<file path="config.mk">
export PLATFORM = sky130hd
export DESIGN_NAME = radio_frame_deinterleaver
export DESIGN_NICKNAME = d
export VERILOG_FILES = /design/src/rtl/radio_frame_pkg.sv /design/src/rtl/radio_frame_err_cnt.sv /design/src/rtl/radio_frame_deinterleaver.sv
export SDC_FILE = /design/constraint.sdc
export NUM_CORES = 1
export LEC_CHECK = 0
export CAP_MARGIN = 10
export CORE_AREA = 2 2 126 153
export CTS_BUF_LIST = sky130_fd_sc_hd__clkbuf_16
export CTS_CLUSTER_SIZE = 10
export DETAILED_ROUTE_END_ITERATION = 6
export DIE_AREA = 0 0 128 155
export PLACE_DENSITY = 0.83
export SLEW_MARGIN = 20
export SYNTH_ARGS = -nofsm -noshare
export SYNTH_HDL_FRONTEND = slang
export SYNTH_SLANG_ARGS = --single-unit
</file>
<file path="constraint.sdc">
create_clock -name clk -period 3.24 [get_ports clk]
set_input_delay 0.486 -clock clk [delete_from_list [all_inputs] [get_ports clk]]
set_output_delay 0.486 -clock clk [all_outputs]
set_load 0.05 [all_outputs]
</file>
<file path="src/rtl/radio_frame_pkg.sv">
`default_nettype none
// ============================================================================
// Module   : radio_frame_pkg
// Brief    : Shared types and helpers for the radio frame de-interleaver.
// Revision : 1.0 - initial parametrised release
// ============================================================================
package radio_frame_pkg;

    // Framing state: hunting for a group start, or locked to the pattern
    typedef enum logic [0:0] {
        HUNT = 1'b0,
        LOCK = 1'b1
    } frame_state_t;

    // Out-of-range channel counts (0 or above the build maximum) fall back to one channel
    function automatic int clamp_nc(input int num_chan, input int max_chan);
        if ((num_chan < 1) || (num_chan > max_chan)) begin
            return 1;
        end
        return num_chan;
    endfunction

    // Pair index within a group to output channel; reverse covers a swapped converter/PCB
    function automatic int chan_map(input int p, input int nc, input logic reverse);
        if (reverse) begin
            return nc - 1 - p;
        end
        return p;
    endfunction

endpackage
`default_nettype wire

</file>
<file path="src/rtl/radio_frame_err_cnt.sv">
`default_nettype none
// ============================================================================
// Module   : radio_frame_err_cnt
// Brief    : Saturating framing-error counter with synchronous clear.
// Revision : 1.0 - initial release
// ============================================================================
module radio_frame_err_cnt
    import radio_frame_pkg::*;
#(
    parameter int ERR_W = 16
) (
    input  logic             clk,
    input  logic             reset_n,
    input  logic             clear,
    input  logic             inc,
    output logic [ERR_W-1:0] count
);

    logic [ERR_W-1:0] r_count;

    // Clear wins over the old value, but an error in the same cycle is still counted
    always_ff @(posedge clk or negedge reset_n) begin
        if (!reset_n) begin
            r_count <= '0;
        end else if (clear) begin
            r_count <= inc ? ERR_W'(1) : '0;
        end else if (inc && (r_count != '1)) begin
            r_count <= r_count + ERR_W'(1);
        end
    end

    assign count = r_count;

endmodule
`default_nettype wire

</file>
<file path="src/rtl/radio_frame_deinterleaver.sv">
`default_nettype none
// ============================================================================
// Module   : radio_frame_deinterleaver
// Brief    : Locks to the frame-bit pattern of an I/Q word stream, rebuilds
//            up to MAX_CHAN channels and strobes one aligned set per group.
// Revision : 1.0 - parametrised single-clock successor of the 2-channel block
// ============================================================================
module radio_frame_deinterleaver
    import radio_frame_pkg::*;
#(
    parameter int WIDTH    = 12,
    parameter int MAX_CHAN = 4,
    parameter bit REVERSE  = 1'b1,
    parameter int ERR_W    = 16
) (
    input  logic                      clk,
    input  logic                      reset_n,
    input  logic [$clog2(MAX_CHAN):0] num_chan,
    input  logic                      in_valid,
    input  logic                      in_frame,
    input  logic [WIDTH-1:0]          in_data,
    input  logic                      err_clear,
    output logic                      out_valid,
    output logic [MAX_CHAN*WIDTH-1:0] out_i,
    output logic [MAX_CHAN*WIDTH-1:0] out_q,
    output logic                      locked,
    output logic [ERR_W-1:0]          err_count
);

    // Position counter needs 0..2*MAX_CHAN-1, same width as the channel count
    localparam int c_NC_W  = $clog2(MAX_CHAN) + 1;
    localparam int c_BUS_W = MAX_CHAN * WIDTH;

    frame_state_t        r_state, w_state_nxt;
    logic [c_NC_W-1:0]   r_pos, w_pos_nxt;
    logic [c_NC_W-1:0]   r_nc, w_nc_nxt;
    logic                r_prev_frame, w_prev_frame_nxt;
    logic [c_BUS_W-1:0]  r_asm_i, r_asm_q, w_asm_i_nxt, w_asm_q_nxt;
    logic [c_BUS_W-1:0]  r_out_i, r_out_q, w_out_i_nxt, w_out_q_nxt;
    logic                r_out_valid;

    logic [c_NC_W-1:0]   w_nc_in;
    logic [c_NC_W:0]     w_last_pos;
    logic                w_exp_frame;
    logic                w_start;
    logic                w_store_en;
    logic [c_NC_W-1:0]   w_store_pos;
    logic [c_NC_W-1:0]   w_store_nc;
    int                  w_store_chan;
    logic                w_complete;
    logic                w_err_inc;

    assign w_nc_in      = c_NC_W'(clamp_nc(int'(num_chan), MAX_CHAN));
    assign w_last_pos   = {r_nc, 1'b0} - (c_NC_W + 1)'(1);
    assign w_exp_frame  = (r_pos < r_nc);
    assign w_start      = in_frame & ~r_prev_frame;
    assign w_store_chan = chan_map(int'(w_store_pos >> 1), int'(w_store_nc), REVERSE);

    // Framing FSM: next state, position, latched channel count and store/strobe decisions
    always_comb begin
        w_state_nxt      = r_state;
        w_pos_nxt        = r_pos;
        w_nc_nxt         = r_nc;
        w_prev_frame_nxt = r_prev_frame;
        w_store_en       = 1'b0;
        w_store_pos      = r_pos;
        w_store_nc       = r_nc;
        w_complete       = 1'b0;
        w_err_inc        = 1'b0;
        if (in_valid) begin
            w_prev_frame_nxt = in_frame;
            case (r_state)
                HUNT: begin
                    if (w_start) begin
                        w_state_nxt = LOCK;
                        w_nc_nxt    = w_nc_in;
                        w_pos_nxt   = c_NC_W'(1);
                        w_store_en  = 1'b1;
                        w_store_pos = '0;
                        w_store_nc  = w_nc_in;
                    end
                end
                LOCK: begin
                    if (w_nc_in != r_nc) begin
                        // Channel count changed under us: drop the group quietly
                        w_state_nxt = HUNT;
                    end else if (in_frame == w_exp_frame) begin
                        w_store_en = 1'b1;
                        if ({1'b0, r_pos} == w_last_pos) begin
                            w_complete = 1'b1;
                            w_pos_nxt  = '0;
                        end else begin
                            w_pos_nxt = r_pos + c_NC_W'(1);
                        end
                    end else begin
                        w_err_inc = 1'b1;
                        if (w_start) begin
                            // Offending word is itself a clean group start: restart in place
                            w_pos_nxt   = c_NC_W'(1);
                            w_store_en  = 1'b1;
                            w_store_pos = '0;
                        end else begin
                            w_state_nxt = HUNT;
                        end
                    end
                end
                default: w_state_nxt = HUNT;
            endcase
        end
    end

    // Steer the accepted word into its channel slot; on completion copy the set out, zeroing unused channels
    always_comb begin
        w_asm_i_nxt = r_asm_i;
        w_asm_q_nxt = r_asm_q;
        w_out_i_nxt = r_out_i;
        w_out_q_nxt = r_out_q;
        for (int c = 0; c < MAX_CHAN; c++) begin
            if (w_store_en && (c == w_store_chan)) begin
                if (w_store_pos[0]) begin
                    w_asm_q_nxt[c*WIDTH +: WIDTH] = in_data;
                end else begin
                    w_asm_i_nxt[c*WIDTH +: WIDTH] = in_data;
                end
            end
            if (w_complete) begin
                if (c < int'(r_nc)) begin
                    w_out_i_nxt[c*WIDTH +: WIDTH] = w_asm_i_nxt[c*WIDTH +: WIDTH];
                    w_out_q_nxt[c*WIDTH +: WIDTH] = w_asm_q_nxt[c*WIDTH +: WIDTH];
                end else begin
                    w_out_i_nxt[c*WIDTH +: WIDTH] = '0;
                    w_out_q_nxt[c*WIDTH +: WIDTH] = '0;
                end
            end
        end
    end

    // State and datapath registers; prev-frame resets high so the first frame=1 after reset is not a start
    always_ff @(posedge clk or negedge reset_n) begin
        if (!reset_n) begin
            r_state      <= HUNT;
            r_pos        <= '0;
            r_nc         <= c_NC_W'(1);
            r_prev_frame <= 1'b1;
            r_asm_i      <= '0;
            r_asm_q      <= '0;
            r_out_i      <= '0;
            r_out_q      <= '0;
            r_out_valid  <= 1'b0;
        end else begin
            r_state      <= w_state_nxt;
            r_pos        <= w_pos_nxt;
            r_nc         <= w_nc_nxt;
            r_prev_frame <= w_prev_frame_nxt;
            r_asm_i      <= w_asm_i_nxt;
            r_asm_q      <= w_asm_q_nxt;
            r_out_i      <= w_out_i_nxt;
            r_out_q      <= w_out_q_nxt;
            r_out_valid  <= w_complete;
        end
    end

    radio_frame_err_cnt #(
        .ERR_W (ERR_W)
    ) u_err_cnt (
        .clk     (clk),
        .reset_n (reset_n),
        .clear   (err_clear),
        .inc     (w_err_inc),
        .count   (err_count)
    );

    assign out_valid = r_out_valid;
    assign out_i     = r_out_i;
    assign out_q     = r_out_q;
    assign locked    = (r_state == LOCK);

endmodule
`default_nettype wire

</file>
==> flow_summary.json, run 1 <==
{
  "grt_start_max_net_pins": 97,
  "routed_wl_microns": 24500,
  "fin_crit_ns": 3.46,
  "timing.setup.critical_path_class": "register to register",
  "synth_simple_gate_area_frac": 0.0911,
  "avgViaCountPerCell": 5.66,
  "die_h_microns": 155,
  "synth_seq_area_share": 0.612,
  "final.setup.tns_ns": -13.12,
  "relative_slew_slack": 0.524,
  "drcViolationCount": 0,
  "route.vias.total": 6460,
  "syn-cell-area_sq_um": 8870,
  "unrepaired_setup_endpoints_after_global_routing": "yes",
  "seq_area_sq_um": 5440,
  "crit_path_start_kind": "register",
  "synth_cell_type_count": 57,
  "cts-root-buf": "clkbuf_16",
  "buffer_ports.inserted": 133,
  "fin_worst_skew_ns": 0.00566,
  "layout-drive-gt1-share": 0.325,
  "grt_first_pass_wirelength_microns": 36600,
  "critPathTopFamily": "compound AO/OA/AOI/OAI gates",
  "antenna_nets_post_route": 0,
  "synthFlopType": "dfrtp_1",
  "synth_nets": 715,
  "design.die.area_sq_um": 19800,
  "synth-edff-count": 0,
  "io-pin-count": 134,
  "antenna_found_initial": 0,
  "synthMostInstantiatedCell": "dfrtp_1",
  "grtUsageTotal": 0.233,
  "detail_route.wl_per_cell_microns": 21.5,
  "htree_levels": 1,
  "total_leakage_power_uw": 0.00599,
  "synth_xor_xnor_area_share": 0.0206,
  "first_global_vias": 6669,
  "core-area_sq_um": 18400,
  "yosys-top-cells-count": "215 x dfrtp_1, 67 x nand2_1, 54 x mux2_2",
  "cp_max_fo": 6,
  "syn_area_per_cell_sq_um": 12.9,
  "slew_at_the_pin_closest_to_its_max_slew_limit_ns": 0.712,
  "result_of_the_run": "finished, violations left",
  "syn-instance-count": 686,
  "vdd_ir_drop_max_mv": 0.421,
  "clock_sink_count": 217,
  "core.rowCount": 55,
  "die-width_microns": 128,
  "synth_adder_area_share": 0.0135,
  "finalHoldViolCount": 5,
  "multi_input_area_sq_um": 3790,
  "synth_top_cell_area_share": 0.606,
  "post-route-util": 0.680,
  "muxShareOfSynthArea": 0.130,
  "timing.final.ws_setup_ns": -0.221,
  "post_dp_cell_area_sq_um": 11000,
  "hold_buffers": 0,
  "worst_ep_arrival_time_ns": 3.85,
  "setup_viol_count_final": 114,
  "critical_path.cell_chain": "inv_2 > ha_4 > a21oi_2 > o21ai_2 > inv_1 > o21ai_2 > a31oi_1 > ha_2 > inv_2 > fa_2 > or2_0 > o22a_1 > nand2_2 > buf_4 > nand3_4 > clkbuf_16 > mux2_4 > a22o_1",
  "final_design_area_no_fill_sq_um": 12500,
  "synth.ff_latch_count": 217,
  "async_flop_share": 1.00,
  "drt_first_pass_iters": 7,
  "timing.critical_path.buf_inv": 5,
  "drv_slew": 0,
  "yosysTopAreaCell": "dfrtp_1",
  "crit_slowest_cell": "dfrtp_2",
  "cts.reportedPaths.clkPinSlew_ns": 0.06,
  "netlist_top_cells_area": "dfrtp_1 61%, mux2_2 6.9%, a22o_1 4.7%",
  "areaGrowthSynthToFinish_pct": 41.3,
  "antenna-diode-count": 0,
  "synth_warnings": 0,
  "worstSetupEndpointType": "register",
  "max_clock_freq_mhz": 289,
  "placement.setup.worst_slack_ns": -0.768,
  "critical_path.max_stage_delay_ns": 0.46,
  "cp.required_ns": 3.63,
  "power_density_nw_per_um2": 651,
  "combinational_family_with_the_most_area_after_synthesis": "multiplexers",
  "clk_path_buf_depth": 3,
  "cts_tree": "yes",
  "timing.final.crit_share": 1.07,
  "violations": "negative hold slack, negative setup slack",
  "finalWeightedCongestion": 0.837,
  "start_util": 0.481,
  "worst_setup_path_startpoint": "r_nc[1]",
  "clkLatencyLatePin_ns": 0.50,
  "cts_buffers": 25,
  "fill_cell_total_of_the_finished_layout": 1278,
  "hold_path_class": "input port to async pin",
  "crit-reg2reg-launch": "r_nc[1]",
  "worst_hold_margin_ns": -0.0126,
  "global_route_congestion_overflow_total": 0,
  "post_synthesis_compound_gate_area_fraction": 0.106,
  "dp_hpwl_microns": 14500,
  "dr.first_iter.drc_count": 404,
  "nets_final": 933,
  "cap_viol_max_count": 0
}
-- worst register-to-register path, delay by kind of cell, from the launching register on --
| kind | cells | cell delay, ns |
|---|---|---|
| AOI/OAI and AO/OA | 6 | 0.93 |
| adders and majority gates | 3 | 0.72 |
| buffers and inverters | 5 | 0.53 |
| DFF | 1 | 0.46 |
| and+or+nand+nor | 3 | 0.39 |
| muxes | 1 | 0.31 |
-- what timing repair did --
action	in CTS	in global routing
resized for setup	52	85
pin swaps	9	17
endpoints found under the setup margin	128	183
buffers inserted	17	5
cloned	5	12
-- cells in the final DEF, fill, tap and decap left out, types with 4 or more instances in the layout --
cell type,count
mux2_2,41
buf_6,12
nand3_1,5
nand2_1,52
o21ai_2,26
buf_4,60
nand2_4,12
clkdlybuf4s50_1,129
dfrtp_1,213
o21ai_0,14
buf_12,7
clkbuf_16,30
a31o_1,10
nor2b_1,4
and2_1,8
or2_4,4
xor2_1,15
and2_0,5
and3_1,4
nor2_1,23
inv_1,27
nand2b_1,5
ha_1,4
mux2_4,56
inv_2,4
a22o_1,48
o21ai_1,5
nand4_1,8
-- cells by family after synthesis --
kind of cell / count (synthesis)
DFF: 217
and+or+nand+nor: 156
AOI/OAI and AO/OA: 128
muxes: 99
buffers and inverters: 57
xor gates and xnor gates: 20
adders and majority gates: 9
-- per-stage QoR --
| stage | hold WS [ns] | total power [uW] | cells |
|---|---|---|---|
| after global routing | 0.0572 | 8550 | 1141 |
| after CTS | 0.0282 | 7860 | 1125 |
| after floorplan | 0.190 | 4470 | 686 |
| after global placement | 0.452 | 5080 | 1067 |
| after detailed placement | 0.462 | 5170 | 1067 |
| final | -0.0126 | 8160 | 1141 |
-- sequential cells by signal, indices dropped and copies added, names as in the netlist --
register	cells
r_nc	3
r_pos	3
out_q	48
r_asm_q	48
locked	1
out_i	48
r_prev_frame	1
r_asm_i	48
u_err_cnt.count	16
out_valid	1
-- worst paths after layout --
path	endpoint	slack (ns)	cells after the start
max	out_q[15]	-0.22	18
min	out_i[30]	-0.01	1
max reg2reg	out_q[15]	-0.22	18
min reg2reg	out_i[45]	0.48	2
max in group asynchronous	out_q[0]	2.40	2
min in group clk	out_i[45]	0.48	2
-- power by group --
group	switching [uW]	total [uW]	internal, uW
sequential	265	3420	3150
clock	1020	2390	1370
combinational	1190	2360	1170
total	2470	8160	5690
-- layer usage --
metal / part of all wire / track usage / up-vias
met5: 0 / 0 / -
li1: - / - / 2876
met2: 0.52 / 0.398 / 194
met3: 0.058 / 0.0430 / 53
met4: 0.029 / 0.0858 / 0
met1: 0.39 / 0.299 / 3337
-- layout make-up --
type	instances	area share
timing repair buffer	221	0.181
multi-input combinational	417	0.302
inverter	22	0.00659
tap	228	0.0228
clock buffer	25	0.0499
sequential	217	0.434
clock inverter	11	0.00379
Power figures use the tool's default switching activity.
==> run 2: changes to the inputs <==
- ABC_CLOCK_PERIOD_IN_PS: unset -> 3240
- CORE_AREA: 2 2 126 153 -> 2 2 160 194
- DIE_AREA: 0 0 128 155 -> 0 0 162 196
- PLACE_DENSITY: 0.83 -> 0.59
==> run 2 against run 1 <==
Net effect: the flow finishes with violations (negative setup slack); combinational power decreased by 11%; sequential cell count unchanged; sequential share of layout area increased by 0.35 points; clock-buffer cell count unchanged; largest cell class unchanged; critical path depth decreased by 1; critical endpoint is now out_q[38]; routed wire length decreased by 2.0%; first-iteration DRC count decreased by 39%; register-to-register slack improved by 0.06 ns.
==> flow_summary.json, run 2 (synthesis gave the netlist of run 1 again) <==
{
  "layout-drive-gt1-share": 0.290,
  "violations": "negative setup slack",
  "max_clock_freq_mhz": 294,
  "hold_path_class": "register to register",
  "finalHoldViolCount": 0,
  "first_global_vias": 6167,
  "sequentialPowerShare": 0.428,
  "worst_setup_path_startpoint": "r_nc[1]",
  "design.die.area_sq_um": 31800,
  "core-area_sq_um": 30000,
  "core.rowCount": 70,
  "dp_hpwl_microns": 15400,
  "htree_levels": 1,
  "power.switching_fraction": 0.293,
  "most_frequent_cells_in_the_layout": "213 x dfrtp_1, 129 x clkdlybuf4s50_1, 55 x mux2_4, 55 x buf_4, 52 x nand2_1",
  "drcViolationCount": 0,
  "global_route_congestion_overflow_total": 0,
  "antenna_found_initial": 0,
  "buffer_ports.inserted": 133,
  "die_h_microns": 196,
  "antenna_nets_post_route": 0,
  "routed_wl_microns": 24000,
  "vdd_ir_drop_max_mv": 0.311,
  "avgViaCountPerCell": 4.67,
  "drv_slew": 0,
  "total_switching_power_uw": 2310,
  "total_power_uw": 7900,
  "cp_max_fo": 6,
  "areaGrowthSynthToFinish_pct": 40.2,
  "intPower_uw": 5580,
  "cts_buffers": 25,
  "setup_viol_count_final": 61,
  "timing.final.ws_setup_ns": -0.165,
  "cap_viol_max_count": 0,
  "crit_path_start_kind": "register",
  "detail_route.wl_per_cell_microns": 18.6,
  "result_of_the_run": "finished, violations left",
  "start_util": 0.296,
  "power_density_nw_per_um2": 635,
  "cp.required_ns": 3.64,
  "commonest_non_fill_non_tap_cell_in_the_layout": "dfrtp_1",
  "worstHoldStart": "out_i[44]",
  "proportion_of_power_drawn_by_combinational_gates": 0.266,
  "grtUsageTotal": 0.151,
  "worst_ep_arrival_time_ns": 3.81,
  "worstSetupEndpointType": "register",
  "finalWeightedCongestion": 0.773,
  "cts_tree": "yes",
  "cts-root-buf": "clkbuf_16",
  "timing.final.crit_share": 1.05,
  "cts.reportedPaths.clkPinSlew_ns": 0.05,
  "total_leakage_power_uw": 0.00586,
  "antenna-diode-count": 0,
  "fin_worst_skew_ns": 0.0100,
  "grt_first_pass_wirelength_microns": 37100,
  "instances_no_fill": 1292,
  "clock_sink_count": 217,
  "io-pin-count": 134,
  "grt_start_max_net_pins": 82,
  "timing.setup.critical_path_class": "register to register",
  "die-width_microns": 162,
  "crit-reg2reg-launch": "r_nc[1]",
  "clkPwrFrac": 0.307,
  "slew_at_the_pin_closest_to_its_max_slew_limit_ns": 0.689,
  "route.vias.total": 6031,
  "drt_first_pass_iters": 4,
  "relative_slew_slack": 0.539,
  "clkLatencyLatePin_ns": 0.52,
  "clk_path_buf_depth": 3,
  "nets_final": 916,
  "dr.first_iter.drc_count": 245,
  "worst_hold_margin_ns": 0.477,
  "fin_crit_ns": 3.40,
  "unrepaired_setup_endpoints_after_global_routing": "yes",
  "place_inst": 1239
}
==> run 2: layer usage <==
metal / global-route usage / vias to the layer above / part of all wire
met5: 0 / - / 0
met4: 0.0482 / 0 / 0.028
met3: 0.0300 / 42 / 0.047
met2: 0.245 / 121 / 0.48
met1: 0.203 / 3045 / 0.45
li1: - / 2823 / -
==> run 2: worst paths after layout <==
path                            cells after the start  slack (ns)            to
worst max-delay path                               17       -0.16     out_q[38]
worst min-delay path                                2        0.48     out_i[44]
worst max register to register                     17       -0.16     out_q[38]
worst min register to register                      2        0.48     out_i[44]
max in group asynchronous                           3        1.90  r_prev_frame
min in group asynchronous                           2        0.53     out_valid
==> run 2: stage by stage <==
stage / TNS, ns / instance area (sq um) / setup WS [ns] / utilization
after floorplan: -11.82 / 9080 / -0.230 / -
after global placement: -82.02 / 11300 / -0.677 / 0.378
after detailed placement: -93.73 / 11300 / -0.764 / 0.378
after CTS: -2.63 / 12100 / -0.0909 / 0.406
after global routing: -22.10 / 12400 / -0.338 / 0.415
final: -4.88 / 12400 / -0.165 / 0.415
==> run 2: what timing repair did <==
action                     CTS  global route
setup endpoints to repair   73           156
pin swaps                    7            15
buffers inserted             3             9
hold buffers                 1             0
cloned                       2             3
resized for setup           26            63
hold endpoints to repair    47             0
==> run 2: area by class of cell <==
type / instances / area [sq um]
repair buffers: 207 / 2100
inverters: 22 / 82.6
fillers: 2870 / 17500
well taps: 396 / 495
clock buffers: 25 / 626
multi-input cells: 414 / 3650
flip-flops and latches: 217 / 5440
clock inverters: 11 / 47.5
==> run 2: power groups by stage <==
stage	Combinational (uW)	Sequential [uW]	Clock (uW)
3_3_place_gp	1780	3380	0
3_5_place_dp	1820	3390	0
4_1_cts	1960	3350	2510
5_1_grt	2300	3420	2610
6_report	2100	3380	2420
2_1_floorplan	1060	3410	0
==> run 2: critical path, stage by stage, from the launching register on <==
cell      delay, ns
dfrtp_2        0.46
buf_6          0.13
nand4b_1       0.10
o31ai_2        0.10
a21oi_2        0.21
o21ai_2        0.08
a31oi_1        0.15
ha_2           0.20
inv_2          0.04
fa_2           0.36
or2_0          0.20
o22a_1         0.20
nand2_2        0.13
nand4b_1       0.14
buf_6          0.16
buf_12         0.13
mux2_4         0.30
a22o_1         0.20
